===== src/rtl/spi_ram_pkg.sv =====
// Shared definitions for the SPI-RAM arbiter: RAM command codes, the sequencer
// state encoding and the 10-bit command word packer.
package spi_ram_pkg;

    localparam logic [1:0] CMD_WR_ADDR = 2'b00;
    localparam logic [1:0] CMD_WR_DATA = 2'b01;
    localparam logic [1:0] CMD_RD_ADDR = 2'b10;
    localparam logic [1:0] CMD_RD_DATA = 2'b11;

    typedef enum logic [2:0] {
        IDLE    = 3'd0,
        ADDR    = 3'd1,
        DATA    = 3'd2,
        WAIT_RD = 3'd3,
        DONE    = 3'd4
    } state_e;

    function automatic logic [9:0] pack_cmd(input logic [1:0] cmd, input logic [7:0] data);
        return {cmd, data};
    endfunction

endpackage


===== src/rtl/spi_ram_arbiter_rr.sv =====
// Combinational round-robin picker: first set request at or after ptr,
// searching cyclically; returns a one-hot grant and its index.
module rr_arbiter #(
    parameter int NUM_REQ = 2,
    parameter int IDX_W   = $clog2(NUM_REQ)
) (
    input  logic [NUM_REQ-1:0] req,
    input  logic [IDX_W-1:0]   ptr,
    output logic [NUM_REQ-1:0] gnt,
    output logic [IDX_W-1:0]   idx
);

    logic [IDX_W:0]   pos;
    logic [IDX_W-1:0] pos_lo;
    logic             found;

    always_comb begin
        gnt    = '0;
        idx    = '0;
        found  = 1'b0;
        pos    = '0;
        pos_lo = '0;
        for (int i = 0; i < NUM_REQ; i++) begin
            // ptr + i can exceed NUM_REQ-1 by at most one wrap
            pos = {1'b0, ptr} + (IDX_W+1)'(i);
            if (pos >= (IDX_W+1)'(NUM_REQ)) begin
                pos = pos - (IDX_W+1)'(NUM_REQ);
            end
            pos_lo = pos[IDX_W-1:0];
            if (!found && req[pos_lo]) begin
                found       = 1'b1;
                idx         = pos_lo;
                gnt[pos_lo] = 1'b1;
            end
        end
    end

endmodule


===== src/rtl/spi_ram_arbiter.sv =====
// Shares one SPI-slave RAM among NUM_REQ requesters: round-robin grant, then
// a two-word command sequence per byte access, with a bounded read wait.
module spi_ram_arbiter
    import spi_ram_pkg::*;
#(
    parameter int NUM_REQ    = 2,
    parameter int RD_TIMEOUT = 15
) (
    input  logic                 clk,
    input  logic                 rst_n,
    input  logic [NUM_REQ-1:0]   req,
    input  logic [NUM_REQ-1:0]   req_we,
    input  logic [NUM_REQ*8-1:0] req_addr,
    input  logic [NUM_REQ*8-1:0] req_wdata,
    output logic [NUM_REQ-1:0]   gnt,
    output logic [NUM_REQ-1:0]   done,
    output logic [7:0]           rdata,
    output logic                 err,
    output logic                 busy,
    output logic [9:0]           ram_din,
    output logic                 ram_rx_valid,
    input  logic [7:0]           ram_dout,
    input  logic                 ram_tx_valid
);

    localparam int IDX_W = $clog2(NUM_REQ);
    localparam int CNT_W = $clog2(RD_TIMEOUT + 1);

    state_e               state_q, state_d;
    logic [IDX_W-1:0]     ptr_q, ptr_d;
    logic [IDX_W-1:0]     idx_q, idx_d;
    logic                 we_q, we_d;
    logic [7:0]           addr_q, addr_d;
    logic [7:0]           wdata_q, wdata_d;
    logic [CNT_W-1:0]     cnt_q, cnt_d;
    logic                 err_flag_q, err_flag_d;
    logic [NUM_REQ-1:0]   gnt_q, gnt_d;
    logic [NUM_REQ-1:0]   done_q, done_d;
    logic [7:0]           rdata_q, rdata_d;
    logic                 err_q, err_d;
    logic                 busy_q, busy_d;
    logic [9:0]           ram_din_q, ram_din_d;
    logic                 ram_rx_valid_q, ram_rx_valid_d;

    logic [NUM_REQ-1:0]   arb_gnt;
    logic [IDX_W-1:0]     arb_idx;
    logic                 sel_we;
    logic [7:0]           sel_addr;
    logic [7:0]           sel_wdata;
    logic                 rd_timeout;

    rr_arbiter #(.NUM_REQ(NUM_REQ), .IDX_W(IDX_W)) u_rr (
        .req (req),
        .ptr (ptr_q),
        .gnt (arb_gnt),
        .idx (arb_idx)
    );

    always_comb begin
        sel_we    = 1'b0;
        sel_addr  = '0;
        sel_wdata = '0;
        for (int i = 0; i < NUM_REQ; i++) begin
            if (arb_idx == IDX_W'(i)) begin
                sel_we    = req_we[i];
                sel_addr  = req_addr[8*i +: 8];
                sel_wdata = req_wdata[8*i +: 8];
            end
        end
    end

    assign rd_timeout = (cnt_q == CNT_W'(RD_TIMEOUT - 1));

    always_ff @(posedge clk or negedge rst_n) begin
        if (!rst_n) begin
            state_q        <= IDLE;
            ptr_q          <= '0;
            idx_q          <= '0;
            we_q           <= 1'b0;
            addr_q         <= '0;
            wdata_q        <= '0;
            cnt_q          <= '0;
            err_flag_q     <= 1'b0;
            gnt_q          <= '0;
            done_q         <= '0;
            rdata_q        <= '0;
            err_q          <= 1'b0;
            busy_q         <= 1'b0;
            ram_din_q      <= '0;
            ram_rx_valid_q <= 1'b0;
        end else begin
            state_q        <= state_d;
            ptr_q          <= ptr_d;
            idx_q          <= idx_d;
            we_q           <= we_d;
            addr_q         <= addr_d;
            wdata_q        <= wdata_d;
            cnt_q          <= cnt_d;
            err_flag_q     <= err_flag_d;
            gnt_q          <= gnt_d;
            done_q         <= done_d;
            rdata_q        <= rdata_d;
            err_q          <= err_d;
            busy_q         <= busy_d;
            ram_din_q      <= ram_din_d;
            ram_rx_valid_q <= ram_rx_valid_d;
        end
    end

    always_comb begin
        state_d = state_q;
        case (state_q)
            IDLE:    if (|req) state_d = ADDR;
            ADDR:    state_d = DATA;
            DATA:    state_d = we_q ? DONE : WAIT_RD;
            WAIT_RD: if (ram_tx_valid || rd_timeout) state_d = DONE;
            DONE:    state_d = IDLE;
            default: state_d = IDLE;
        endcase
    end

    // Every output is the registered action of the current state, so each
    // step of a transaction becomes visible one cycle after its state.
    always_comb begin
        ptr_d          = ptr_q;
        idx_d          = idx_q;
        we_d           = we_q;
        addr_d         = addr_q;
        wdata_d        = wdata_q;
        cnt_d          = cnt_q;
        err_flag_d     = err_flag_q;
        gnt_d          = '0;
        done_d         = '0;
        rdata_d        = rdata_q;
        err_d          = 1'b0;
        busy_d         = (state_d != IDLE);
        ram_din_d      = ram_din_q;
        ram_rx_valid_d = 1'b0;
        case (state_q)
            IDLE: begin
                if (|req) begin
                    gnt_d      = arb_gnt;
                    idx_d      = arb_idx;
                    we_d       = sel_we;
                    addr_d     = sel_addr;
                    wdata_d    = sel_wdata;
                    err_flag_d = 1'b0;
                end
            end
            ADDR: begin
                ram_rx_valid_d = 1'b1;
                ram_din_d      = pack_cmd(we_q ? CMD_WR_ADDR : CMD_RD_ADDR, addr_q);
            end
            DATA: begin
                ram_rx_valid_d = 1'b1;
                ram_din_d      = we_q ? pack_cmd(CMD_WR_DATA, wdata_q)
                                      : pack_cmd(CMD_RD_DATA, 8'h00);
                if (!we_q) cnt_d = '0;
            end
            WAIT_RD: begin
                cnt_d = cnt_q + 1'b1;
                // A response arriving on the last allowed cycle still counts.
                if (ram_tx_valid) begin
                    rdata_d = ram_dout;
                end else if (rd_timeout) begin
                    rdata_d    = 8'h00;
                    err_flag_d = 1'b1;
                end
            end
            DONE: begin
                done_d[idx_q] = 1'b1;
                err_d         = err_flag_q;
                ptr_d         = (idx_q == IDX_W'(NUM_REQ - 1)) ? '0 : idx_q + 1'b1;
            end
            default: ;
        endcase
    end

    assign gnt          = gnt_q;
    assign done         = done_q;
    assign rdata        = rdata_q;
    assign err          = err_q;
    assign busy         = busy_q;
    assign ram_din      = ram_din_q;
    assign ram_rx_valid = ram_rx_valid_q;

endmodule


===== config.mk =====
export PLATFORM = sky130hd
export DESIGN_NAME = spi_ram_arbiter
export DESIGN_NICKNAME = d
export VERILOG_FILES = /design/src/rtl/spi_ram_pkg.sv /design/src/rtl/spi_ram_arbiter_rr.sv /design/src/rtl/spi_ram_arbiter.sv
export SDC_FILE = /design/constraint.sdc
export NUM_CORES = 1
export LEC_CHECK = 0
export BUFFER_PORTS_ARGS = -buffer_cell sky130_fd_sc_hd__buf_2
export CELL_PAD_IN_SITES_DETAIL_PLACEMENT = 2
export CELL_PAD_IN_SITES_GLOBAL_PLACEMENT = 2
export CORE_UTILIZATION = 35
export DETAILED_ROUTE_END_ITERATION = 6
export PLACE_DENSITY_LB_ADDON = 0.1
export SYNTH_ARGS = -nofsm -noshare
export SYNTH_HDL_FRONTEND = slang
export SYNTH_SLANG_ARGS = --single-unit

===== constraint.sdc =====
create_clock -name clk -period 3.5 [get_ports clk]
set_input_delay 0.175 -clock clk [delete_from_list [all_inputs] [get_ports clk]]
set_output_delay 0.175 -clock clk [all_outputs]
set_load 0.01 [all_outputs]

* Word level (Yosys, flattened, before mapping) *
Cells that the tools add are included.

operators by class
  $lt $le $gt $ge = 8
  reduce and logical (&&, ||, !) cells = 18
  bitwise gates (word level) = 1
  add/sub/neg operators = 5
  mux-type cells = 41
  eq/ne operators = 9

operator list
  cell                 count
  $mux 8               4
  $pmux 10 s2          1
  $mux 1               19
  $mux 2               6
  $pmux 3 s4           1
  $mux 10              1
  $mux 3               3
  $ne 2x2->1 const B   4
  $pmux 4 s2           1
  $reduce_bool 2->1    4
  $eq 3x2->1 const B   2
  $lt 1x2->1 const B   3
  $reduce_and 2->1     3
  $add 4x1->4 const B  1
  $eq 4x4->1 const B   1
  $logic_and 1x1->1    4
  $mux 4               1
  $reduce_and 4->1     1
  $reduce_or 2->1      2
  $demux 1 s1          3
  $eq 3x1->1 const B   1
  $eq 3x3->1 const B   1
  $ge 1x1->1 const B   3
  $logic_not 3->1      1
  other kinds (10)     11

storage, ports and cells
  bits in registers = 52
  input bits = 47

* Logic depth before layout (Yosys ltp) *
  depth in word-level cells = 11
  gate-level depth with buffers = 7

* Cells and area by module *
From an unflattened synthesis, not the netlist that was laid out.

second synthesis, totals
  cell total of the unflattened synthesis = 193
  area, all modules = 2471.1 um^2

by module, submodules not included
  module           times used  area an instance (um^2)  cells each  sequential area each (um^2)
  spi_ram_arbiter  1           2441.1                   189         1301.2
  rr_arbiter       1           30.0                     4           0.0

* Least setup slack after synthesis *
Ideal clock, no wire load.

  path type = flip-flop to flip-flop
  start = register cnt_q[0]
  end = register rdata_q[0], in the netlist rdata[0]
  library setup time = 0.121 ns
  path slack = 2.129 ns
  period minus slack after synthesis = 1.371 ns
  cell stages (with the launch flop) = 6
  arrival time = 1.250 ns
  data required time = 3.379 ns
  path through = dfrtp_1 -> inv_1 -> ha_1 -> a31o_2 -> nand3_1 -> a22o_1

between the ends
  word-level cells in the longest chain between the ends = 3

RTL lines
  item                                RTL line                text
  start: declaration                  spi_ram_arbiter.sv:35   logic [CNT_W-1:0] cnt_q, cnt_d;
  start signal: assignment            spi_ram_arbiter.sv:98   cnt_q <= cnt_d;
  $eq 4x4->1                          spi_ram_arbiter.sv:72   assign rd_timeout = (cnt_q == CNT_W'(RD_TIMEOUT - 1));
  $reduce_bool 2->1 (no source line)  -
  $reduce_and 2->1 (no source line)   -
  end signal: assignment              spi_ram_arbiter.sv:102  rdata_q <= rdata_d;
  end: declaration                    spi_ram_arbiter.sv:39   logic [7:0] rdata_q, rdata_d;

Every way passes these cells.
A chain may end at the register's enable or synchronous reset.

* Final worst setup path *
  start = register state_q[2]
  end = register ram_din_q[0], in the netlist ram_din[0]

between the ends
  word-level cells in the longest chain between the ends = 2
  elaborated cells on any way between the ends = 4
  those cells by class = 2 x eq/ne; 1 x mux; 1 x reduce/logical

RTL lines
  item                                                     RTL line                text
  start: declaration                                       spi_ram_arbiter.sv:29   state_e state_q, state_d;
  start signal: assignment                                 spi_ram_arbiter.sv:92   state_q <= state_d;
  $eq 3x2->1 / $eq 3x1->1 (equally long branches)          spi_ram_arbiter.sv:139  case (state_q)
  $pmux 10 s2 / $reduce_bool 2->1 (equally long branches)  -
  end signal: assignment                                   spi_ram_arbiter.sv:105  ram_din_q <= ram_din_d;
  end: declaration                                         spi_ram_arbiter.sv:42   logic [9:0] ram_din_q, ram_din_d;

Several ways; a longest one is shown, not always the timed one.

==> metrics.csv <==
stage;metric;value;unit
sta;RSZ-0062 raised after global routing;false;
critical_path;RR Startpoint;state_q[2];
yosys;#FFs+latches synth;52;
floorplanning;# IOs;72;
layout;fill cell count;767;
sta;Setup violations, final;0;
critical_path;critical path cell sequence;nor3b_2 -> mux2i_1 -> mux2_2;
hold_path;Hold WC Path Type;primary input to asynchronous set/reset pin;
sta;normalized max-slew margin;0.385;
floorplanning;full die area;7570;sq um
yosys;synthesized area per cell;10.9;sq um
layout;Layout Nets;344;
placed_design;placed cells;384;
grt;initial antenna violation count;0;
route;Post-DRT Antenna Nets;0;
route;Via density;5.07;
sta;Max Freq;498;MHz
route;met2 WL;2980;microns
sta;Slew Viols, Final;0;
critical_path;worst-path maximum fanout;14;
critical_path;WP data arrival;2.19;ns
yosys;proportion of netlist area held by the largest area contributor;0.515;
grt;largest net degree at the start of global routing;53;
run;Max-Cap Viols;0;
sta;final worst slack;1.49;ns
sta;Slew @ Worst Pin;0.919;ns
route;Metal-1 WL;2710;microns
clocking;Clock Latency Late Sink;0.29;ns
route;final wirelength;5940;microns
yosys;Syn. warnings;0;
clocking;CTS tree;done;
sta;fin crit period;2.01;ns
status;status;complete, but fails checks;
critical_path;Setup CP Type;register to register;
critical_path;CP endpoint kind;register;
sta;setup tns final;0;ns
grt;global-route wire length before repair;10200;microns
clocking;worst-case clock buffer depth;2;
clocking;root buf cell;clkbuf_8;
yosys;top cells by area, synth;dfrtp_1 (51%), nand3b_1 (5.3%), a31oi_2 (4.9%);
status;failing checks;hold timing;
yosys;mapped cell area;2530;sq um
layout;post-route insts no fill;392;
placed_design;# port buffers;71;
yosys;Synth async-reset ratio;1.00;
route;drt first pass iters;4;
critical_path;flop-to-flop setup slack;1.49;ns
critical_path;R2R cell count;3;
critical_path;CP max stage delay;0.83;ns
floorplanning;width of the die;87;microns
yosys;main flop type after synthesis;dfrtp_1;
critical_path;capture point of the worst reg-to-reg path;ram_din[0];
sta;period utilization;0.574;
sta;final hold slack;-0.0262;ns
clocking;CTS buffer count;5;
clocking;clk slew on worst S/H paths;0.09;ns
grt;total grt overflow;0;
yosys;number of synthesized flops with an enable pin;0;
sta;final hold violation count;36;
route;drt wl/cell;15.2;microns
route;met3 wire len;219;microns
layout;Ant. Diodes;0;
route;top layer in use;met4;
yosys;most numerous cell in the Yosys netlist;dfrtp_1;
route;Remaining DRCs;0;
power;peak supply drop;0.000229;V
yosys;sequential area share after synthesis;0.515;
clocking;clk sinks;52;
floorplanning;Initial Util;0.368;
critical_path;crit path max-delay cell type;nor3b_2;
floorplanning;row count;30;
clocking;Post-CTS Resized;0;
clocking;H-tree depth;2;
floorplanning;Core Area;6870;sq um
clocking;Post-CTS Setup Bufs;0;
critical_path;CP delay by family, top;simple AND/OR/NAND/NOR gates;
yosys;Mapped Nets;281;
sta;Fin Clk Skew;0.00410;ns
grt;Global Route Usage Sum;0.171;
yosys;post-synth top area cell;dfrtp_1;
grt;vias in the first global route;2097;
critical_path;startpoint types;register;
yosys;post-synth cell types;32;
critical_path;CP Buf/Inv Count;0;
layout;share of cells above drive strength 1;0.365;
route;total number of vias;1988;
placed_design;Place WS;1.52;ns
yosys;Post-Syn Instances;232;
power;leak pwr;0.00141;uW
power;PD cells;905;nW/um^2
critical_path;WP data required;3.68;ns
placed_design;placer congestion estimate;0.726;
route;Iter 0 DRT Violations;33;
clocking;# hold bufs at CTS;0;
yosys;Synth top cells by count;dfrtp_1 (52), o21ai_0 (21), a21oi_1 (19);
layout;Synth-to-Final Area Change;20.7;%
placed_design;HPWL after DPL;4520;microns
floorplanning;Die H;87;microns
==> where the power goes <==
group	switching [uW]	leakage [uW]	internal (uW)	total (uW)
registers	231	0.000620	884	1120
clock network	185	0.0000645	252	437
logic	628	0.000730	582	1210
==> per-stage QoR <==
step | total power, uW | area, sq um | utilization
floorplan | 2000 | 2530 | -
global route | 3000 | 3050 | 0.444
detailed placement | 2370 | 2930 | 0.426
global placement | 2320 | 2930 | 0.426
finish | 2760 | 3050 | 0.444
CTS | 2820 | 3050 | 0.444
==> per-layer routing <==
metal,vias up,GRT usage
met1,982,0.217
met2,49,0.301
met4,0,0.0318
met5,-,0
met3,2,0.0370
li1,955,-
==> sequential cells by signal, summed over array words and instances (netlist names) <==
name          cells
busy              1
state_q           3
ram_rx_valid      1
idx_q             1
done              2
ptr_q             1
gnt               2
we_q              1
addr_q            8
wdata_q           8
ram_din          10
cnt_q             4
err               1
rdata             8
err_flag_q        1
==> worst max path at each step <==
stage / start / end / slack (ns) / cells past startpoint
floorplan: cnt_q[0] / rdata[0] / 2.13 / 5
global placement: state_q[2] / ram_din[0] / 1.58 / 3
detailed placement: state_q[2] / ram_din[0] / 1.52 / 3
CTS: state_q[2] / ram_din[0] / 1.46 / 3
global route: state_q[2] / ram_din[0] / 1.33 / 3
finish: state_q[2] / ram_din[0] / 1.49 / 3
==> cell type report <==
cell class,count,area (sq um),share of cell area
flip-flops and latches,52,1300,0.426
multi-input cells,151,1090,0.356
well taps,96,120,0.0393
inverters,11,41.3,0.0135
clock buffers,7,96.3,0.0316
repair buffers,74,378,0.124
clock inverters,1,30.0,0.00984
==> cells in the final DEF (no fill, tap or decap), drive strengths merged, types with 6 or more instances in the layout <==
cell type,instances
mux2i,8
a22o,10
mux2,11
a31oi,17
clkbuf,7
nand3b,18
inv,11
o21ai,21
a21oi,19
nor2,6
nand2,14
dfrtp,52
buf,74
==> cell families (layout without fill, tap and decap cells) <==
group                      Yosys count  in the layout  synth area share
AOI/OAI and AO/OA                   74             74             0.203
and+or+nand+nor                     55             55             0.129
DFF                                 52             52             0.515
buffers and inverters               29             93            0.0599
muxes                               19             19            0.0807
adders and majority gates            2              2           0.00989
xor gates and xnor gates             1              1           0.00346
No activity file was read; power rests on OpenSTA's default activity.
